### src/rtl/evg_pkg.sv
// rtl/evg_pkg.sv - shared EVG constants and width helper
package evg_pkg;

    localparam int EVENTCODE_WIDTH = 8;

    localparam logic [7:0] EVG_NULL_EVENT_CODE     = 8'h00;
    localparam logic [7:0] END_OF_TABLE_EVENT_CODE = 8'h7F;

    // Width of an index into n items, never narrower than one bit.
    function automatic int clog2_min1(input int n);
        return (n < 2) ? 1 : $clog2(n);
    endfunction

endpackage

### src/rtl/evg_event_arbiter_if.sv
// rtl/evg_event_arbiter_if.sv - request inputs and event output stream of the EVG event arbiter
interface evg_event_arbiter_if #(
    parameter int NUM_REQUESTERS  = 4,
    parameter int EVENTCODE_WIDTH = evg_pkg::EVENTCODE_WIDTH,
    parameter int USER_WIDTH      = evg_pkg::clog2_min1(NUM_REQUESTERS)
);

    logic [NUM_REQUESTERS*EVENTCODE_WIDTH-1:0] reqTDATA;
    logic [NUM_REQUESTERS-1:0]                 reqTVALID;

    logic [EVENTCODE_WIDTH-1:0] evgEventTDATA;
    logic [USER_WIDTH-1:0]      evgEventTUSER;
    logic                       evgEventTVALID;
    logic                       evgEventTREADY;

    // Environment side: event sources plus the transmitter's ready.
    modport master (
        output reqTDATA, reqTVALID, evgEventTREADY,
        input  evgEventTDATA, evgEventTUSER, evgEventTVALID
    );

    // Arbiter side.
    modport slave (
        input  reqTDATA, reqTVALID, evgEventTREADY,
        output evgEventTDATA, evgEventTUSER, evgEventTVALID
    );

endinterface

### src/rtl/evg_event_arb_fifo.sv
// rtl/evg_event_arb_fifo.sv - per-source event FIFO, register array with wrap-bit pointers
module evg_event_arb_fifo #(
    parameter int DEPTH = 4,
    parameter int WIDTH = 8
) (
    input  logic             i_clk,
    input  logic             i_rst,
    input  logic             i_wr,
    input  logic [WIDTH-1:0] i_din,
    input  logic             i_rd,
    output logic             o_full,
    output logic             o_empty,
    output logic [WIDTH-1:0] o_dout
);

    localparam int AW = $clog2(DEPTH);

    logic [AW:0]      r_wr_ptr;
    logic [AW:0]      r_rd_ptr;
    logic [WIDTH-1:0] r_mem [DEPTH];

    // Pointers carry one extra wrap bit so full and empty are distinguishable.
    always_ff @(posedge i_clk or posedge i_rst) begin
        if (i_rst) begin
            r_wr_ptr <= '0;
            r_rd_ptr <= '0;
        end else begin
            if (i_wr) r_wr_ptr <= r_wr_ptr + (AW+1)'(1);
            if (i_rd) r_rd_ptr <= r_rd_ptr + (AW+1)'(1);
        end
    end

    // Storage needs no reset; contents are only observed while non-empty.
    always_ff @(posedge i_clk) begin
        if (i_wr) r_mem[r_wr_ptr[AW-1:0]] <= i_din;
    end

    // A write into a full FIFO lands in the slot being read out this cycle, which
    // the consumer has already captured from the combinational head.
    assign o_full  = (r_wr_ptr[AW] != r_rd_ptr[AW]) && (r_wr_ptr[AW-1:0] == r_rd_ptr[AW-1:0]);
    assign o_empty = (r_wr_ptr == r_rd_ptr);
    assign o_dout  = r_mem[r_rd_ptr[AW-1:0]];

endmodule

### src/rtl/evg_event_arbiter.sv
// rtl/evg_event_arbiter.sv - merges per-source event FIFOs into one stream; EVG_ARB_ROUND_ROBIN_EN selects round-robin grant
module evg_event_arbiter
    import evg_pkg::*;
#(
    parameter int NUM_REQUESTERS     = 4,
    parameter int EVENTCODE_WIDTH    = evg_pkg::EVENTCODE_WIDTH,
    parameter int FIFO_DEPTH         = 4,
    parameter int DROP_COUNTER_WIDTH = 8
) (
    input  logic                                         evgTxClk,
    input  logic                                         evgTxReset,
    evg_event_arbiter_if.slave                           bus,
    input  logic                                         dropCountClear,
    output logic [NUM_REQUESTERS*DROP_COUNTER_WIDTH-1:0] dropCount
);

    localparam int W   = EVENTCODE_WIDTH;
    localparam int UW  = clog2_min1(NUM_REQUESTERS);
    localparam int DCW = DROP_COUNTER_WIDTH;

    logic [W-1:0]              w_req_code [NUM_REQUESTERS];
    logic [W-1:0]              w_dout     [NUM_REQUESTERS];
    logic [NUM_REQUESTERS-1:0] w_req_live;
    logic [NUM_REQUESTERS-1:0] w_full;
    logic [NUM_REQUESTERS-1:0] w_empty;
    logic [NUM_REQUESTERS-1:0] w_wr;
    logic [NUM_REQUESTERS-1:0] w_pop;
    logic [NUM_REQUESTERS-1:0] w_drop;

    logic          w_grant_found;
    logic [UW-1:0] w_grant_idx;
    logic          w_load;

    logic          r_valid;
    logic [W-1:0]  r_data;
    logic [UW-1:0] r_user;

    genvar g;
    generate
        for (g = 0; g < NUM_REQUESTERS; g++) begin : g_src
            logic [DCW-1:0] r_drop_cnt;

            assign w_req_code[g] = bus.reqTDATA[g*W +: W];
            assign w_req_live[g] = bus.reqTVALID[g] && (w_req_code[g] != W'(EVG_NULL_EVENT_CODE));
            assign w_pop[g]      = w_load && (w_grant_idx == UW'(g));
            assign w_wr[g]       = w_req_live[g] && (!w_full[g] || w_pop[g]);
            assign w_drop[g]     = w_req_live[g] && w_full[g] && !w_pop[g];

            evg_event_arb_fifo #(
                .DEPTH (FIFO_DEPTH),
                .WIDTH (W)
            ) u_fifo (
                .i_clk   (evgTxClk),
                .i_rst   (evgTxReset),
                .i_wr    (w_wr[g]),
                .i_din   (w_req_code[g]),
                .i_rd    (w_pop[g]),
                .o_full  (w_full[g]),
                .o_empty (w_empty[g]),
                .o_dout  (w_dout[g])
            );

            // Saturating drop counter; a clear wins but the same cycle's drop still counts.
            always_ff @(posedge evgTxClk or posedge evgTxReset) begin
                if (evgTxReset) begin
                    r_drop_cnt <= '0;
                end else if (dropCountClear) begin
                    r_drop_cnt <= w_drop[g] ? DCW'(1) : '0;
                end else if (w_drop[g] && (r_drop_cnt != {DCW{1'b1}})) begin
                    r_drop_cnt <= r_drop_cnt + DCW'(1);
                end
            end

            assign dropCount[g*DCW +: DCW] = r_drop_cnt;
        end
    endgenerate

`ifdef EVG_ARB_ROUND_ROBIN_EN
    logic [UW-1:0] r_rr_ptr;

    // Round-robin: first non-empty FIFO above the last grant, else wrap to the lowest.
    always_comb begin
        w_grant_found = 1'b0;
        w_grant_idx   = '0;
        for (int k = 0; k < NUM_REQUESTERS; k++) begin
            if (!w_grant_found && !w_empty[k] && (UW'(k) > r_rr_ptr)) begin
                w_grant_found = 1'b1;
                w_grant_idx   = UW'(k);
            end
        end
        for (int k = 0; k < NUM_REQUESTERS; k++) begin
            if (!w_grant_found && !w_empty[k]) begin
                w_grant_found = 1'b1;
                w_grant_idx   = UW'(k);
            end
        end
    end

    // Pointer follows the source that actually loaded the output stage.
    always_ff @(posedge evgTxClk or posedge evgTxReset) begin
        if (evgTxReset) begin
            r_rr_ptr <= UW'(NUM_REQUESTERS - 1);
        end else if (w_load) begin
            r_rr_ptr <= w_grant_idx;
        end
    end
`else
    // Fixed priority: lowest-index non-empty FIFO wins.
    always_comb begin
        w_grant_found = 1'b0;
        w_grant_idx   = '0;
        for (int k = 0; k < NUM_REQUESTERS; k++) begin
            if (!w_grant_found && !w_empty[k]) begin
                w_grant_found = 1'b1;
                w_grant_idx   = UW'(k);
            end
        end
    end
`endif

    assign w_load = (!r_valid || bus.evgEventTREADY) && w_grant_found;

    // Single output register; holds data and source index while back-pressured.
    always_ff @(posedge evgTxClk or posedge evgTxReset) begin
        if (evgTxReset) begin
            r_valid <= 1'b0;
            r_data  <= '0;
            r_user  <= '0;
        end else if (w_load) begin
            r_valid <= 1'b1;
            r_data  <= w_dout[w_grant_idx];
            r_user  <= w_grant_idx;
        end else if (bus.evgEventTREADY) begin
            r_valid <= 1'b0;
        end
    end

    assign bus.evgEventTVALID = r_valid;
    assign bus.evgEventTDATA  = r_data;
    assign bus.evgEventTUSER  = r_user;

endmodule

### src/flat_wrapper.sv
// flat-port wrapper written by rule: the top's interface ports become plain ports
module evg_event_arbiter_flat import evg_pkg::*;
#(
    parameter int NUM_REQUESTERS     = 4,
    parameter int EVENTCODE_WIDTH    = evg_pkg::EVENTCODE_WIDTH,
    parameter int FIFO_DEPTH         = 4,
    parameter int DROP_COUNTER_WIDTH = 8
)
  (evgTxClk, evgTxReset, dropCountClear, dropCount, bus_reqTDATA, bus_reqTVALID, bus_evgEventTREADY, bus_evgEventTDATA, bus_evgEventTUSER, bus_evgEventTVALID);
  evg_event_arbiter_if #(.NUM_REQUESTERS(NUM_REQUESTERS), .EVENTCODE_WIDTH(EVENTCODE_WIDTH)) bus_i ();
  input  logic evgTxClk;
  input  logic evgTxReset;
  input  logic dropCountClear;
  output logic [NUM_REQUESTERS*DROP_COUNTER_WIDTH-1:0] dropCount;
  input wire logic [$bits(bus_i.reqTDATA)-1:0] bus_reqTDATA;
  input wire logic [$bits(bus_i.reqTVALID)-1:0] bus_reqTVALID;
  input wire logic [$bits(bus_i.evgEventTREADY)-1:0] bus_evgEventTREADY;
  output wire logic [$bits(bus_i.evgEventTDATA)-1:0] bus_evgEventTDATA;
  output wire logic [$bits(bus_i.evgEventTUSER)-1:0] bus_evgEventTUSER;
  output wire logic [$bits(bus_i.evgEventTVALID)-1:0] bus_evgEventTVALID;
  assign bus_i.reqTDATA = bus_reqTDATA;
  assign bus_i.reqTVALID = bus_reqTVALID;
  assign bus_i.evgEventTREADY = bus_evgEventTREADY;
  assign bus_evgEventTDATA = bus_i.evgEventTDATA;
  assign bus_evgEventTUSER = bus_i.evgEventTUSER;
  assign bus_evgEventTVALID = bus_i.evgEventTVALID;
  evg_event_arbiter #(.NUM_REQUESTERS(NUM_REQUESTERS), .EVENTCODE_WIDTH(EVENTCODE_WIDTH), .FIFO_DEPTH(FIFO_DEPTH), .DROP_COUNTER_WIDTH(DROP_COUNTER_WIDTH)) u_core (.evgTxClk(evgTxClk), .evgTxReset(evgTxReset), .bus(bus_i), .dropCountClear(dropCountClear), .dropCount(dropCount));
endmodule
### config.mk
export PLATFORM = sky130hd
export DESIGN_NAME = evg_event_arbiter_flat
export DESIGN_NICKNAME = d
export VERILOG_FILES = /design/src/rtl/evg_pkg.sv /design/src/rtl/evg_event_arbiter_if.sv /design/src/rtl/evg_event_arb_fifo.sv /design/src/rtl/evg_event_arbiter.sv /design/src/flat_wrapper.sv
export SDC_FILE = /design/constraint.sdc
export NUM_CORES = 1
export LEC_CHECK = 0
export CAP_MARGIN = 20
export CORE_MARGIN = 1
export CORE_UTILIZATION = 50
export CTS_CLUSTER_DIAMETER = 80
export CTS_CLUSTER_SIZE = 8
export DETAILED_ROUTE_END_ITERATION = 10
export PLACE_DENSITY = 0.8
export SYNTH_ARGS = -nofsm -noshare
export SYNTH_HDL_FRONTEND = slang
export SYNTH_HIERARCHICAL = 1
export SYNTH_SLANG_ARGS = --single-unit
export TNS_END_PERCENT = 100
### constraint.sdc
create_clock -name evgTxClk -period 7.5 [get_ports evgTxClk]
set_input_delay 1.875 -clock evgTxClk [delete_from_list [all_inputs] [get_ports evgTxClk]]
set_output_delay 1.875 -clock evgTxClk [all_outputs]
set_load 0.02 [all_outputs]
==> summary.md <==
| Metric | Value |
|---|---|
| Total GRT Usage | `20.9%` |
| Reg2reg path depth | `6` |
| Post-route ant nets | `0` |
| Die width | `133 µm` |
| Most frequent cells in the layout | `128 x edfxtp_1, 82 x clkdlybuf4s50_1, 67 x dfrtp_1` |
| Routed wire length | `17200 µm` |
| Levels on crit path | `6` |
| CORE AREA | `16600 µm²` |
| Setup violations, final | `0` |
| Final hold vios | `0` |
| Clock Path Buffers | `2` |
| Vias in the first global route | `5258` |
| Initial antenna violation count | `0` |
| CP Cell Sequence | `clkdlybuf4s50_1, or4_1, o21ai_1, nor2b_1, and2_1, xor2_1` |
| Global route total overflow | `0` |
| First-pass GRT wire length | `27900 µm` |
| FFs w/ async S/R, synth | `34.4%` |
| Worst-case clock skew | `0.00825 ns` |
| Syn avg cell area | `15.1 µm²` |
| Worst Hold Depth | `2` |
| Later-pin clock latency in the skew report | `0.43 ns` |
| Remaining DRCs | `0` |
| Register Area | `5520 µm²` |
| DR vias | `5093` |
| EDFF count, synth | `128` |
| Period minus WS final | `4.05 ns` |
| Die Y | `133 µm` |
| CTS Buf Count | `17` |
| Share of Yosys cell area claimed by the top area cell type | `44.9%` |
| Syn Inst Count | `567` |
| Resized cells post-CTS | `0` |
| Starting density of the core | `51.5%` |
| CP Capture Type | `flip-flop` |
| Most common cell after layout, fill and taps aside | `edfxtp_1` |
| Filler Cells Inserted | `1201` |
| FF-to-FF End | `u_core/g_src[3].u_fifo/r_mem[1][1]` |
| Core Rows | `47` |
| Synth-to-layout area growth | `18.8%` |
| Fin nets | `720` |
| Final cell utilization of the core | `61.1%` |
| Hold-fix buffers, CTS | `0` |
| RD Place Congestion | `0.817` |
| CTS tree | `yes` |
| Worst Path Buf+Inv | `1` |
| CP required | `7.78 ns` |
| Share of cells above drive strength 1 | `12.0%` |
| Placed insts | `856` |
| Top_reg_cell synth | `edfxtp_1` |
| Status | `finished, final reports clean` |
| Input/output buffers | `82` |
| Final non-filler cell total | `889` |
| Synth area leader | `edfxtp_1` |
| Synthesis-stage register bit count | `195` |
| R2R Setup Slk | `3.73 ns` |
| Worst Hold Launch | `u_core/bus.evgEventTUSER[0]` |
| Drt first pass iters | `4` |
| Crit path largest cell delay | `0.57 ns` |
| Tcrit/Tclk final | `54.1%` |
| Worst Tran Pin Value | `0.934 ns` |
| H-tree levels | `4` |
| Rel. slew slack | `37.6%` |
| Io pins | `83` |
| Cell Area, Synth | `8570 µm²` |
| Worst path slowest cell | `or4_1` |
| Sequential cell area fraction in the yosys report | `64.4%` |
| Area of the multi-input gates | `2870 µm²` |
| Mapped Nets | `631` |
| Max-slew violations | `0` |
| Hold Path End | `u_core/bus.evgEventTUSER[0]` |
| Worst-path fanout max | `9` |
| Pwr Density | `352 nW/µm²` |
| # clock sinks | `195` |
| Die footprint | `17700 µm²` |
| RSZ-0062 raised after global routing | `no` |
| Warnings from Yosys | `6` |
| Cell variety after synth | `46` |
| Setup TNS | `0 ns` |
| Clock transition at path regs | `0.07 ns` |
| Worst r2r src | `u_core/g_src[1].u_fifo/r_rd_ptr[0]` |
| Hold Crit Class | `flip-flop to flip-flop` |
| Average wire per standard cell | `19.4 µm` |
| Worst VDD drop | `0.219 mV` |
| Antenna diodes | `0` |
| Synth top area cells | `edfxtp_1 45%, dfrtp_1 20%, mux4_2 8.4%, ha_1 3.5%, xnor2_1 2.1%` |
| CP Class | `input port to flip-flop` |
| LEAKAGE | `3.76 nW` |
| DP HPWL | `12200 µm` |
| Worst EP arrival | `4.33 ns` |
| Setup bufs post-CTS | `0` |
| Maximum clock frequency | `247 MHz` |
| Initial drt markers | `410` |
| Vias/cell | `5.73` |
| Critical path launch point type | `input port` |
| Max cap viols | `0` |
| CP delay by family, top | `simple AND/OR/NAND/NOR gates` |
| Root Buffer | `clkbuf_16` |
| Pin count of the biggest net entering global routing | `44` |
[worst max-delay path by stage]
stage                                               to  slack (ns)              from
finish              u_core/g_src[1].u_fifo/r_wr_ptr[2]        3.45   bus_reqTDATA[9]
global route        u_core/g_src[1].u_fifo/r_wr_ptr[2]        3.35   bus_reqTDATA[9]
CTS                 u_core/g_src[1].u_fifo/r_wr_ptr[2]        3.50   bus_reqTDATA[9]
detailed placement  u_core/g_src[1].u_fifo/r_wr_ptr[2]        3.05   bus_reqTDATA[9]
global placement    u_core/g_src[1].u_fifo/r_wr_ptr[2]        3.20   bus_reqTDATA[9]
floorplan           u_core/g_src[1].u_fifo/r_wr_ptr[2]        3.97  bus_reqTDATA[13]
[layer usage]
metal / wire [µm] / global-route usage (%)
met5: 0 / 0
met4: 306 / 6.96
met2: 8690 / 33.9
met3: 895 / 5.06
met1: 7350 / 27.6
[power by group]
| part | switching (mW) | internal, mW |
|---|---|---|
| Clock | 0.371 | 0.517 |
| Sequential | 0.228 | 1.41 |
| Combinational | 0.544 | 0.508 |
[synth_stat cells (7+ instances only)]
cell type / number
a21oi_1: 8
and2_1: 17
buf_2: 8
dfrtp_1: 67
edfxtp_1: 128
ha_1: 24
inv_1: 16
mux2_2: 8
mux2i_1: 18
mux4_2: 32
nand2_1: 32
nand3_1: 17
nor2_1: 33
nor2b_1: 8
nor3_1: 10
nor4_1: 9
o21ai_0: 11
o221ai_1: 7
or4_1: 11
xnor2_1: 21
xor2_1: 20
[sequential cells by signal, indices dropped and copies added, names as in the netlist]
signal and cells:
u_core/g_src.u_fifo/r_rd_ptr 12, u_core/bus.evgEventTVALID 1, u_core/g_src.r_drop_cnt 32, u_core/bus.evgEventTDATA 8, u_core/g_src.u_fifo/r_wr_ptr 12, u_core/g_src.u_fifo/r_mem 128
u_core/bus.evgEventTUSER 2
[through the flow]
step / power [mW] / worst slack (ns) / hold slack, ns / area (µm²)
floorplan: 2.37 / 3.97 / 0.462 / 8570
global placement: 2.63 / 3.20 / 0.465 / 9570
detailed placement: 2.71 / 3.05 / 0.478 / 9580
CTS: 3.61 / 3.50 / 0.492 / 10200
global route: 3.76 / 3.35 / 0.508 / 10200
finish: 3.58 / 3.45 / 0.483 / 10200
[layout make-up]
type                            count  share of cell area (%)
Inverter                           16                   0.590
Clock inverter                      9                    1.01
Clock buffer                       23                    4.70
Multi-Input combinational cell    339                    28.2
Tap cell                          220                    2.71
Sequential cell                   195                    54.2
Timing Repair Buffer               87                    8.53
[worst min-delay path, cell delays in order, from the launching register on]
cell     delay (ns)
dfrtp_1        0.34
nand2_1        0.05
o21ai_0        0.06
[kinds of logic (layout without fill, tap and decap cells)]
kind of cell	Yosys count	in the layout	synth area share [%]
adder cells (fa/ha/maj)	24	24	3.50
XOR/XNOR	41	41	4.19
buffers and inverters	33	135	2.06
AO/OA/AOI/OAI	48	48	3.74
multiplexers	58	58	11.6
AND/OR/NAND/NOR	168	168	10.5
flip-flops	195	195	64.4
No activity file was read; power rests on OpenSTA's default activity.
